`src/rtl/mem_arbiter.sv`:
```
// Two-requester (CPU / debug loader) arbiter in front of a single-port RAM.
// One transaction at a time: IDLE -> ACCESS -> [WAIT x RD_LAT] -> RESP -> IDLE.
module mem_arbiter #(
  parameter int ADDR_W = 9,
  parameter int DATA_W = 32,
  parameter int RD_LAT = 1
) (
  input  logic              clock,
  input  logic              reset,

  input  logic              cpu_req,
  input  logic              cpu_we,
  input  logic [ADDR_W-1:0] cpu_addr,
  input  logic [DATA_W-1:0] cpu_wdata,
  output logic [DATA_W-1:0] cpu_rdata,
  output logic              cpu_ack,
  output logic              cpu_stall,

  input  logic              dbg_req,
  input  logic              dbg_we,
  input  logic [ADDR_W-1:0] dbg_addr,
  input  logic [DATA_W-1:0] dbg_wdata,
  output logic [DATA_W-1:0] dbg_rdata,
  output logic              dbg_ack,
  input  logic              dbg_lock,

  output logic [ADDR_W-1:0] mem_addr,
  output logic [DATA_W-1:0] mem_wdata,
  output logic              mem_rden,
  output logic              mem_wren,
  input  logic [DATA_W-1:0] mem_rdata,

  output logic              grant
);

  typedef enum logic [1:0] {
    IDLE   = 2'd0,
    ACCESS = 2'd1,
    WAIT   = 2'd2,
    RESP   = 2'd3
  } state_t;

  localparam logic [2:0] LAST_CNT = 3'(RD_LAT - 1);

  state_t              state;
  state_t              state_next;

  logic                last_dbg;
  logic                lat_we;
  logic [ADDR_W-1:0]   lat_addr;
  logic [DATA_W-1:0]   lat_wdata;
  logic [2:0]          wait_cnt;

  logic                cpu_elig;
  logic                dbg_elig;
  logic                any_elig;
  logic                pick_dbg;
  logic                wait_done;

  // dbg_lock only matters here, so a lock raised mid-transaction cannot cancel it.
  assign cpu_elig  = cpu_req & ~dbg_lock;
  assign dbg_elig  = dbg_req;
  assign any_elig  = cpu_elig | dbg_elig;
  // On a tie the requester not served last wins.
  assign pick_dbg  = dbg_elig & (~cpu_elig | ~last_dbg);
  assign wait_done = (wait_cnt == LAST_CNT);

  always_ff @(posedge clock) begin
    if (reset) begin
      state <= IDLE;
    end else begin
      state <= state_next;
    end
  end

  always_comb begin
    state_next = state;
    case (state)
      IDLE: begin
        if (any_elig) begin
          state_next = ACCESS;
        end
      end
      ACCESS: begin
        state_next = lat_we ? RESP : WAIT;
      end
      WAIT: begin
        if (wait_done) begin
          state_next = RESP;
        end
      end
      RESP: begin
        state_next = IDLE;
      end
      default: begin
        state_next = IDLE;
      end
    endcase
  end

  always_ff @(posedge clock) begin
    if (reset) begin
      last_dbg  <= 1'b1;
      grant     <= 1'b0;
      lat_we    <= 1'b0;
      lat_addr  <= '0;
      lat_wdata <= '0;
      wait_cnt  <= '0;
      cpu_rdata <= '0;
      dbg_rdata <= '0;
    end else begin
      case (state)
        IDLE: begin
          if (any_elig) begin
            grant     <= pick_dbg;
            lat_we    <= pick_dbg ? dbg_we    : cpu_we;
            lat_addr  <= pick_dbg ? dbg_addr  : cpu_addr;
            lat_wdata <= pick_dbg ? dbg_wdata : cpu_wdata;
          end
        end
        ACCESS: begin
          wait_cnt <= '0;
        end
        WAIT: begin
          wait_cnt <= wait_cnt + 3'd1;
          if (wait_done) begin
            if (grant) begin
              dbg_rdata <= mem_rdata;
            end else begin
              cpu_rdata <= mem_rdata;
            end
          end
        end
        RESP: begin
          last_dbg <= grant;
        end
        default: begin
          wait_cnt <= '0;
        end
      endcase
    end
  end

  // RAM drive decodes state and latches only: no path from any req input.
  always_comb begin
    mem_addr  = '0;
    mem_wdata = '0;
    mem_wren  = 1'b0;
    mem_rden  = 1'b0;
    case (state)
      ACCESS: begin
        mem_addr  = lat_addr;
        mem_wdata = lat_wdata;
        mem_wren  = lat_we;
        mem_rden  = ~lat_we;
      end
      WAIT: begin
        mem_addr = lat_addr;
        mem_rden = 1'b1;
      end
      default: begin
        mem_addr  = '0;
      end
    endcase
  end

  assign cpu_ack   = (state == RESP) & ~grant;
  assign dbg_ack   = (state == RESP) &  grant;
  assign cpu_stall = cpu_req & ~cpu_ack;

  a_rw_excl: assert property (@(posedge clock) disable iff (reset) !(mem_wren && mem_rden));
  a_ack_excl: assert property (@(posedge clock) disable iff (reset) !(cpu_ack && dbg_ack));

endmodule

```
`config.mk`:
```
export PLATFORM = sky130hd
export DESIGN_NAME = mem_arbiter
export DESIGN_NICKNAME = d
export VERILOG_FILES = /design/src/rtl/mem_arbiter.sv
export SDC_FILE = /design/constraint.sdc
export NUM_CORES = 1
export LEC_CHECK = 0
export CAP_MARGIN = 20
export CORE_MARGIN = 2
export CORE_UTILIZATION = 45
export DETAILED_ROUTE_END_ITERATION = 8
export PLACE_DENSITY = 0.95
export SLEW_MARGIN = 40
export SYNTH_ARGS = -nofsm -noshare
export SYNTH_HDL_FRONTEND = slang
export SYNTH_SLANG_ARGS = --single-unit
export TNS_END_PERCENT = 10
```
`constraint.sdc`:
```
create_clock -name clock -period 4.71 [get_ports clock]
set_clock_uncertainty 0.05 [all_clocks]
set_input_delay 0.942 -clock clock [delete_from_list [all_inputs] [get_ports clock]]
set_output_delay 0.942 -clock clock [all_outputs]
set_load 0.05 [all_outputs]
```
# Word level (Yosys, flattened, before mapping)
# Cells that the tools add are included.
# op_classes
n_addsub,1
eq_ne,5
mux,12
bitwise,13
n_reduce_logical,8
# op_table
cell,n
32-bit two-way mux,2
9-bit two-way mux,2
2-bit case mux with 4 select lines,1
1-bit inverter,6
3-bit case mux with 2 select lines,1
3-bit AND reduction,2
1-bit AND,5
2-bit equality test (second input constant),2
2-bit two-way mux,2
2-bit inequality test (second input constant),2
2-bit AND reduction,2
3-bit by 1-bit adder with 3-bit output (second input constant),1
3-bit logical NOT,1
1-bit two-way mux,3
2-bit by 1-bit equality test with 1-bit output (second input constant),1
2-bit logical NOT,1
1-bit OR,2
1-bit case mux with 2 select lines,1
2-bit nonzero test,1
2-bit OR reduction,1
# word_totals
ff_bits,113
in_bits,121
word_cells,48

# Logic depth before layout (Yosys ltp)
# Gate-level depths: netlist (run 1).
# logic_depth
word_depth,6
ltp_mapped,8
depth_no_buf,6

# Least setup slack after synthesis (run 1)
# No wires, ideal clock.
# synth_timing
path_kind,register to output
from,register grant
to,output port cpu_stall
arrival_time_ps,1822
required_ps,3718
setup_slack_ps,1896
stages_incl_launch_ff,3
n_path_buf,0
path_cell_list,dfxtp_1 nor2_1 nor2b_1
# synth_via
elab_chain_len,4
# synth_lines
item,line_no,source
from (decl),33,output logic grant
from (signal assigned),115,grant <= pick_dbg;
1-bit inverter (no source line),--,
1-bit AND,167,assign cpu_ack = (state == RESP) & ~grant;
via cpu_ack,16,"output logic cpu_ack,"
1-bit inverter,169,assign cpu_stall = cpu_req & ~cpu_ack;
1-bit AND,169,
to (decl),17,"output logic cpu_stall,"
# The timed path passes the listed nets, and every way through them passes these cells.

# Worst setup path in the final report (run 1)
# layout_timing
from,register state[1]
to,output port mem_addr[7]
# layout_via
elab_chain_len,3
word_cells_on_any_way,4
cone_classes,2 x eq/ne; 1 x mux; 1 x reduce/logical
# layout_lines
item,line_no,source
from (decl),45,state_t state;
from (signal assigned),72,state <= state_next;
2-bit equality test or 2-bit by 1-bit equality test with 1-bit output (tied branches),150,case (state)
2-bit OR reduction (no source line) *,--,
9-bit two-way mux *,150,
to (decl),27,"output logic [ADDR_W-1:0] mem_addr,"
# Every way passes the cells marked *; elsewhere a longest branch is shown, timed or not.

==> results of run 1 <==
[cells in the mapped netlist]
library cell,count
nand3b_1,2
nand2_1,211
nor2b_2,1
nor2_1,47
a311oi_1,14
o21a_2,1
buf_1,1
clkbuf_1,22
buf_2,12
o21ai_0,4
a211oi_1,1
mux2i_1,1
a2bb2oi_1,1
a32oi_1,1
and2_1,43
and3_1,2
and2b_4,1
or2_2,1
buf_4,8
nand3_1,4
inv_1,9
nor2b_1,3
nand2b_1,2
o32ai_1,1
buf_6,6
a21oi_1,68
a211o_1,1
ha_1,8
dfxtp_1,113
o21a_1,1
a311oi_2,27
[layout by cell type, fill, tap and decap left out, types with 2 or more instances in the layout]
master,n
clkdlybuf4s50_1,230
nand2_1,211
dfxtp_1,113
a21oi_1,68
nor2_1,47
and2_1,43
a311oi_2,27
clkbuf_16,16
a311oi_1,14
inv_1,9
buf_4,8
ha_1,7
nand3_1,4
o21ai_0,4
clkbuf_8,4
clkinv_2,4
nor2b_1,3
bufinv_16,3
clkinvlp_4,3
and3_1,2
nand3b_1,2
nand2b_1,2
clkbuf_1,2
[power by group]
group | switching (W) | total [W] | leakage, nW | internal (W)
clock network | 0.000424 | 0.00127 | 0.287 | 0.000843
registers | 0.000118 | 0.00129 | 0.923 | 0.00117
logic | 0.00121 | 0.00189 | 1.65 | 0.000678
[metal layers]
layer / GRT usage / wire length, um / vias to the layer above / share of wire
li1: - / - / 2460 / -
met1: 0.264 / 5540 / 2287 / 0.38
met2: 0.429 / 7310 / 222 / 0.50
met3: 0.0980 / 1410 / 34 / 0.096
met4: 0.104 / 412 / 0 / 0.028
met5: 0 / 0 / - / 0
[final cells by class]
class	count	area share
Tap cell	140	0.0223
Clock inverter	10	0.0169
Sequential cell	113	0.288
Inverter	9	0.00430
Multi-Input combinational cell	446	0.306
Clock buffer	22	0.0589
Timing Repair Buffer	239	0.303
[path summary, 6_finish.rpt]
check                             start                         end  depth (start not counted)  slack, ns
max reg2reg       state[0]$_SDFFE_PP0P_   cpu_rdata[9]$_SDFFE_PP0P_                          7       2.65
max               state[1]$_SDFFE_PP0P_                 mem_addr[7]                          4       1.04
min reg2reg  cpu_rdata[19]$_SDFFE_PP0P_  cpu_rdata[19]$_SDFFE_PP0P_                          2       0.40
min          cpu_rdata[19]$_SDFFE_PP0P_  cpu_rdata[19]$_SDFFE_PP0P_                          2       0.40
[registers in the layout, summed over array words and instances (netlist names)]
name       flops
wait_cnt       3
lat_addr       9
state          2
lat_we         1
dbg_rdata     32
lat_wdata     32
grant          1
cpu_rdata     32
last_dbg       1
[worst max-delay path, delay by kind of cell (launching register included)]
kind	cells	cell delay [ns]
buffers and inverters	2	0.94
AND/OR/NAND/NOR	1	0.21
flip-flops	1	0.43
adder cells (fa/ha/maj)	1	0.60
[logic make-up (layout without fill, tap and decap cells)]
kind of cell,after synthesis,after routing,synth area share
AND/OR/NAND/NOR,317,317,0.270
AO/OA/AOI/OAI,120,120,0.191
flip-flops,113,113,0.455
buffers and inverters,58,280,0.0619
adder cells (fa/ha/maj),8,8,0.0201
multiplexers,1,1,0.00201
[through the flow]
stage	hold slack (ns)	std cells	worst slack, ns	instance area (um^2)
2_1_floorplan	0.404	617	1.90	4970
3_3_place_gp	0.391	946	1.32	7240
3_5_place_dp	0.396	947	1.32	7260
4_1_cts	0.404	979	1.01	7860
5_1_grt	0.416	979	0.876	7860
6_report	0.400	979	1.04	7860
==> results.yml, run 1 <==
clocking:
  cts_sinks: 113
  post_cts_resize_count: 0
  clkLatencyLatePin_ns: 0.49
  numCtsBuffers: 17
  clk_pin_slew_ns: 0.05
  holdBufCountCts: 0
  cts_setup_buffers: 0
  cts_tree: "yes"
  cts-root-buf: "clkbuf_8"
  cts_htree_levels: 4
  clockBufferDepth: 2
route:
  drc: 0
  routed_via_density: 5.11
  final_antenna_net_count: 0
  drt_first_pass_iters: 4
  wl_mm: 14.7
  via_count: 5003
  post_drt_wl_per_cell_um: 15.0
  drt_iter0_markers: 315
sta:
  max_freq_mhz: 272
  worst-slew-pin-transition_ns: 0.821
  fin_setup_tns_ns: 0
  period_share: 0.780
  period_needed_ns: 3.67
  slew_viol_final: 0
  hold_viol: 0
  finalSetupViolCount: 0
  slew_headroom: 0.453
  rsz0062_at_grt: "false"
synth:
  yosysSeqAreaShare: 0.455
  syn-num-nets: 746
  yosysTopAreaCell: "dfxtp_1"
  syn_inst: 617
  syn_area_per_cell_um2: 8.05
  syn_area_um2: 4970
  ys_types: 31
  ys_warn_count: 0
  netlist.area_leader.share: 0.455
  ys_ff_latch: 113
  synth_area_leaders: "dfxtp_1 (46%), nand2_1 (16%), a311oi_2 (8.2%)"
die:
  rows: 38
  die_y_um: 109
  start_util: 0.460
  pin_count: 232
  die-area_um2: 11900
  coreArea_um2: 10800
  fp.dieW_um: 109
global_routing:
  first_global_vias: 4724
  antenna_found_initial: 0
  grt_pass1_wl_mm: 22.7
  grt-ovfl-total: 0
  grt.total_usage: 0.246
  grt_start_max_net_pins: 65
layout:
  utilization: 0.728
  nFillCells: 761
  diodes: 0
  area_growth_pct: 58.1
  multi_input_area_um2: 2410
  final-seq-area_um2: 2260
  drive_gt1_frac: 0.0846
  nNetsFinal: 955
setup_path:
  cpPeakStageDelay_ns: 0.83
  endpoint_kind: "output port"
  crit_arrival_ns: 2.68
  required_ns: 3.72
  crit_chain: "inv_1 -> ha_1 -> and2_1 -> clkdlybuf4s50_1"
  startpoint_type: "flip-flop"
  slowest_stage: "clkdlybuf4s50_1"
  path_class: "flip-flop to output port"
  cp_max_fo: 17
pwr:
  ir_worst_vdd_uv: 313
  power_density_nw_per_um2: 565
  p_total_w: 0.00444
  p_leak_nw: 2.86
worst_hold_path:
  hold_class: "flip-flop to flip-flop"
placement:
  port_buffers: 231
  dp_hpwl_mm: 10.2
  gp_congestion: 0.775
flow_run:
  maxCapViolations: 0
status:
  outcome: "complete, no violations"
No activity file was read; power rests on OpenSTA's default activity.
==> run 2: changes to the inputs <==
--- a/config.mk
+++ b/config.mk
@@ -7,9 +7,9 @@
 export LEC_CHECK = 0
 export CAP_MARGIN = 20
 export CORE_MARGIN = 2
-export CORE_UTILIZATION = 45
+export CORE_UTILIZATION = 37
 export DETAILED_ROUTE_END_ITERATION = 8
-export PLACE_DENSITY = 0.95
+export PLACE_DENSITY = 0.85
 export SLEW_MARGIN = 40
 export SYNTH_ARGS = -nofsm -noshare
 export SYNTH_HDL_FRONTEND = slang
==> constraint.sdc (replaced) <==
create_clock -name clock -period 3 [get_ports clock]
set_clock_uncertainty 0.05 [all_clocks]
set_input_delay 0.6 -clock clock [delete_from_list [all_inputs] [get_ports clock]]
set_output_delay 0.6 -clock clock [all_outputs]
set_load 0.05 [all_outputs]
==> run 2 against run 1 <==
Effect of this change:
- die area increased by 21%
- first-iteration DRC count is 16% higher
- worst setup slack got worse by 0.91 ns
- via count fell by 1.5%
- final cell count is 4.1% higher
- combinational power increased by 60%
- register-to-register slack got worse by 1.6 ns
- routed wire length is 1.7% lower
- clock power is 51% higher
- sequential share of layout area decreased by 0.091 points
- critical path depth did not move
- highest routed layer unchanged
==> results.yml, run 2 (synthesis results as in run 1) <==
status:
  outcome: "complete, no violations"
clocking:
  cts_tree: "yes"
  cts_setup_buffers: 0
  clkLatencyLatePin_ns: 0.40
  clk_pin_slew_ns: 0.05
  cts-root-buf: "clkbuf_16"
  post_cts_resize_count: 0
  holdBufCountCts: 0
  numCtsBuffers: 17
  cts_sinks: 113
  clockBufferDepth: 2
  cts_htree_levels: 4
sta:
  fin_setup_tns_ns: 0
  slew_headroom: 0.626
  finalSetupViolCount: 0
  max_freq_mhz: 348
  worst-slew-pin-transition_ns: 0.559
  hold_viol: 0
  period_share: 0.957
  period_needed_ns: 2.87
  hold_slack_ns: 0.400
  rsz0062_at_grt: "false"
  slew_viol_final: 0
die:
  rows: 42
  pin_count: 232
  die-area_um2: 14400
  start_util: 0.377
  fp.dieW_um: 120
  die_y_um: 120
  coreArea_um2: 13200
global_routing:
  grt_start_max_net_pins: 69
  grt.total_usage: 0.202
  grt_pass1_wl_mm: 22.9
  grt-ovfl-total: 0
  first_global_vias: 4729
  antenna_found_initial: 0
layout:
  diodes: 0
  multi_input_area_um2: 2400
  final_common_cell: "nand2_1"
  area_growth_pct: 58.6
  reg_top3: "cpu_rdata: 32 flops, dbg_rdata: 32 flops, lat_wdata: 32 flops"
  drive_gt1_frac: 0.132
  nNetsFinal: 960
  final-seq-area_um2: 2260
  nFillCells: 1124
  final_cell_mix: "nand2_1 (211), clkdlybuf4s50_1 (190), dfxtp_1 (113)"
pwr:
  ir_worst_vdd_uv: 371
  p_leak_nw: 2.98
  power_density_nw_per_um2: 880
worst_hold_path:
  hold_class: "flip-flop to flip-flop"
setup_path:
  cpPeakStageDelay_ns: 0.80
  endpoint_kind: "output port"
  crit_buf_inv: 2
  path_delay_family: "buffers and inverters"
  crit_chain: "inv_1 -> ha_1 -> and2_1 -> clkdlybuf4s50_1"
  startpoint_type: "flip-flop"
  path_class: "flip-flop to output port"
  cp_max_fo: 5
  crit_arrival_ns: 2.22
  required_ns: 2.35
  slowest_stage: "clkdlybuf4s50_1"
placement:
  port_buffers: 231
  dp_hpwl_mm: 10.2
  gp_congestion: 0.785
route:
  via_count: 4930
  drt_iter0_markers: 365
  drc: 0
  final_antenna_net_count: 0
  wl_mm: 14.4
  drt_first_pass_iters: 5
  routed_via_density: 4.84
  post_drt_wl_per_cell_um: 14.2
flow_run:
  maxCapViolations: 0
==> run 2: cell count changes in the layout (fill, tap and decap cells not counted), sizes merged <==
cell,before,now
buf,9,54
bufinv,3,2
clkbuf,22,25
clkinvlp,3,0
clkdlybuf4s50,230,190
==> run 2: layer usage <==
layer / share of wire / global-route usage / vias up
li1: - / - / 2465
met1: 0.41 / 0.226 / 2235
met2: 0.49 / 0.356 / 211
met3: 0.088 / 0.0718 / 19
met4: 0.014 / 0.0691 / 0
met5: 0 / 0 / -
==> run 2: metrics by stage <==
| stage | area, um^2 | instances | utilization | power, W | worst slack, ns |
|---|---|---|---|---|---|
| 6_report | 7880 | 1019 | 0.598 | 0.00693 | 0.129 |
| 5_1_grt | 7880 | 1019 | 0.598 | 0.00732 | 0.00714 |
| 4_1_cts | 7880 | 1019 | 0.598 | 0.00700 | 0.100 |
| 3_5_place_dp | 7320 | 988 | 0.555 | 0.00505 | 0.546 |
| 3_3_place_gp | 7320 | 988 | 0.555 | 0.00499 | 0.588 |
| 2_1_floorplan | 4970 | 617 | - | 0.00415 | 0.528 |
==> run 2: final timing paths <==
check	startpoint	to	slack, ns	cells past startpoint
max reg2reg	state[0]$_SDFFE_PP0P_	lat_wdata[10]$_SDFFE_PP0P_	1.07	6
min reg2reg	dbg_rdata[20]$_SDFFE_PP0P_	dbg_rdata[20]$_SDFFE_PP0P_	0.40	2
min	dbg_rdata[20]$_SDFFE_PP0P_	dbg_rdata[20]$_SDFFE_PP0P_	0.40	2
max	state[0]$_SDFFE_PP0P_	mem_addr[2]	0.13	4
==> run 2: area by class of cell <==
class / count / area share
Clock buffer: 25 / 0.0616
Clock inverter: 6 / 0.0102
Timing Repair Buffer: 244 / 0.304
Tap cell: 176 / 0.0279
Multi-Input combinational cell: 446 / 0.305
Sequential cell: 113 / 0.287
Inverter: 9 / 0.00429
==> run 2: worst register-to-register path, cell delays in order, from the launching register on <==
cell and delay, ns:
dfxtp_1 0.34, inv_1 0.15, ha_1 0.29, o21a_4 0.39, buf_12 0.28, nor2_1 0.09
a311oi_1 0.26
==> run 2: where the power goes <==
group          internal (W)  leakage (nW)  switching [W]
clock network       0.00127         0.281       0.000645
logic               0.00109          1.77        0.00194
registers           0.00183         0.923       0.000159
==> run 3: changes to the inputs <==
--- a/config.mk
+++ b/config.mk
@@ -6,10 +6,12 @@
 export NUM_CORES = 1
 export LEC_CHECK = 0
 export CAP_MARGIN = 20
-export CORE_MARGIN = 2
+export CORE_MARGIN = 3
 export CORE_UTILIZATION = 37
 export DETAILED_ROUTE_END_ITERATION = 8
 export PLACE_DENSITY = 0.85
+export RECOVER_POWER = 25
+export SETUP_SLACK_MARGIN = 0.05
 export SLEW_MARGIN = 40
 export SYNTH_ARGS = -nofsm -noshare
 export SYNTH_HDL_FRONTEND = slang
==> run 3 against run 2 <==
Effect of this change:
- worst hold slack better by 0.00061 ns
- global-route usage down 0.85 points
- power increased by 1.5%
- worst setup slack better by 0.16 ns
- register-to-register slack got worse by 0.31 ns
- final area rose by 3.8%
- sequential power hardly changed
- routed wire length grew 1.0%
- clock power decreased by 5%
- via count is essentially flat
- die area rose by 3.4%
==> results.yml, run 3 (synthesis results as in run 1) <==
pwr:
  internal_power_w: 0.00427
  p_total_w: 0.00704
  p_seq_frac: 0.283
  p_sw_w: 0.00277
  swShare: 0.394
  ir_worst_vdd_uv: 446
  p_leak_nw: 3.04
  p_comb_frac: 0.456
  power_density_nw_per_um2: 861
  p_clk_frac: 0.260
sta:
  slew_viol_final: 0
  hold_viol: 0
  max_freq_mhz: 368
  rsz0062_at_grt: "false"
  finalSetupViolCount: 0
  slew_headroom: 0.428
  period_share: 0.905
  worst-slew-pin-transition_ns: 0.858
  fin_setup_tns_ns: 0
  period_needed_ns: 2.71
route:
  drt_iter0_markers: 218
  drc: 0
  wl_mm: 14.6
  routed_via_density: 4.87
  via_count: 4933
  drt_first_pass_iters: 4
  final_antenna_net_count: 0
  post_drt_wl_per_cell_um: 14.4
worst_hold_path:
  hold_end: "cpu_rdata[17]$_SDFFE_PP0P_"
  hold_class: "flip-flop to flip-flop"
  min_path_cells: 2
  min_from: "cpu_rdata[17]$_SDFFE_PP0P_"
layout:
  final_cell_mix: "nand2_1 (211), clkdlybuf4s50_1 (185), dfxtp_1 (113)"
  drive_gt1_frac: 0.133
  nFillCells: 1080
  reg_top3: "cpu_rdata: 32 flops, dbg_rdata: 32 flops, lat_wdata: 32 flops"
  nNetsFinal: 958
  final_common_cell: "nand2_1"
  utilization: 0.635
  final-seq-area_um2: 2260
  diodes: 0
  area_growth_pct: 64.6
  multi_input_area_um2: 2400
  final_area_um2: 8180
setup_path:
  path_class: "flip-flop to output port"
  endpoint_kind: "output port"
  r2r-end: "dbg_rdata[16]$_SDFFE_PP0P_"
  r2r_cells: 7
  required_ns: 2.35
  crit_arrival_ns: 2.06
  startpoint_type: "flip-flop"
  reg2reg_from: "state[0]$_SDFFE_PP0P_"
  cp_max_fo: 6
  rrSetupSlack_ns: 0.76
placement:
  dp_hpwl_mm: 10.4
  gp_congestion: 0.789
  post_dp_cell_area_um2: 7650
  port_buffers: 231
global_routing:
  grt_start_max_net_pins: 50
  grt-ovfl-total: 0
  grt.total_usage: 0.194
  grt_pass1_wl_mm: 22.8
  first_global_vias: 4692
  antenna_found_initial: 0
clocking:
  holdBufCountCts: 0
  cts_setup_buffers: 0
  cts_sinks: 113
  cts_htree_levels: 4
  clkLatencyLatePin_ns: 0.40
  clk_pin_slew_ns: 0.05
  post_cts_resize_count: 0
  cts_tree: "yes"
  numCtsBuffers: 17
  clockBufferDepth: 2
  cts-root-buf: "clkbuf_16"
die:
  fp.dieW_um: 122
  die-area_um2: 14900
  rows: 41
  pin_count: 232
  coreArea_um2: 12900
  start_util: 0.386
  die_y_um: 122
status:
  outcome: "complete, no violations"
flow_run:
  maxCapViolations: 0
## run 3: changes by cell type in the layout (fill, tap and decap cells not counted)
cell	change
clkinvlp_4	+1
bufinv_16	-1
clkbuf_1	-1
dlygate4sd3_1	+1
nor2b_2	-1
nor2b_1	+1
buf_4	-30
clkbuf_2	+3
buf_12	+29
clkdlybuf4s50_1	-5
## run 3: metal layers
layer | up-vias | routed length (um) | track usage
li1 | 2466 | - | -
met1 | 2243 | 5710 | 0.212
met2 | 202 | 6990 | 0.326
met3 | 22 | 1600 | 0.0901
met4 | 0 | 274 | 0.0763
met5 | - | 0 | 0
## run 3: worst max-delay path: stages, from the launching register on
cell and delay, ns:
dfxtp_1 0.42, ha_1 0.18, inv_1 0.07, nor2_1 0.15
clkdlybuf4s50_1 0.83
## run 3: worst max-delay path by stage
stage / from / end / slack (ns) / cells past startpoint
after global routing: state[1]$_SDFFE_PP0P_ / cpu_ack / 0.19 / 4
after CTS: state[1]$_SDFFE_PP0P_ / cpu_ack / 0.28 / 4
after floorplan: grant$_SDFFE_PP0P_ / cpu_stall / 0.53 / 2
after global placement: cpu_req / lat_wdata[21]$_SDFFE_PP0P_ / 0.59 / 6
after detailed placement: dbg_lock / lat_addr[1]$_SDFFE_PP0P_ / 0.53 / 6
final: state[1]$_SDFFE_PP0P_ / cpu_ack / 0.29 / 4
## run 3: power by group through the flow
stage / combinational (W) / sequential (W) / clock [W]
finish: 0.00321 / 0.00199 / 0.00183
global route: 0.00345 / 0.00203 / 0.00194
CTS: 0.00325 / 0.00199 / 0.00187
detailed placement: 0.00325 / 0.00202 / 0
global placement: 0.00319 / 0.00201 / 0
floorplan: 0.00180 / 0.00235 / 0
## run 3: area by class of cell
cell class                      count  area share
Tap cell                          172      0.0263
Inverter                            9     0.00413
Sequential cell                   113       0.277
Clock buffer                       24      0.0589
Clock inverter                      6     0.00704
Timing Repair Buffer              242       0.333
Multi-Input combinational cell    446       0.294
## run 3: per-stage QoR
step | setup slack (ns) | instances | hold slack [ns]
2_1_floorplan | 0.528 | 617 | 0.404
4_1_cts | 0.278 | 1012 | 0.404
6_report | 0.286 | 1012 | 0.401
5_1_grt | 0.189 | 1012 | 0.422
3_5_place_dp | 0.526 | 982 | 0.396
3_3_place_gp | 0.590 | 982 | 0.391
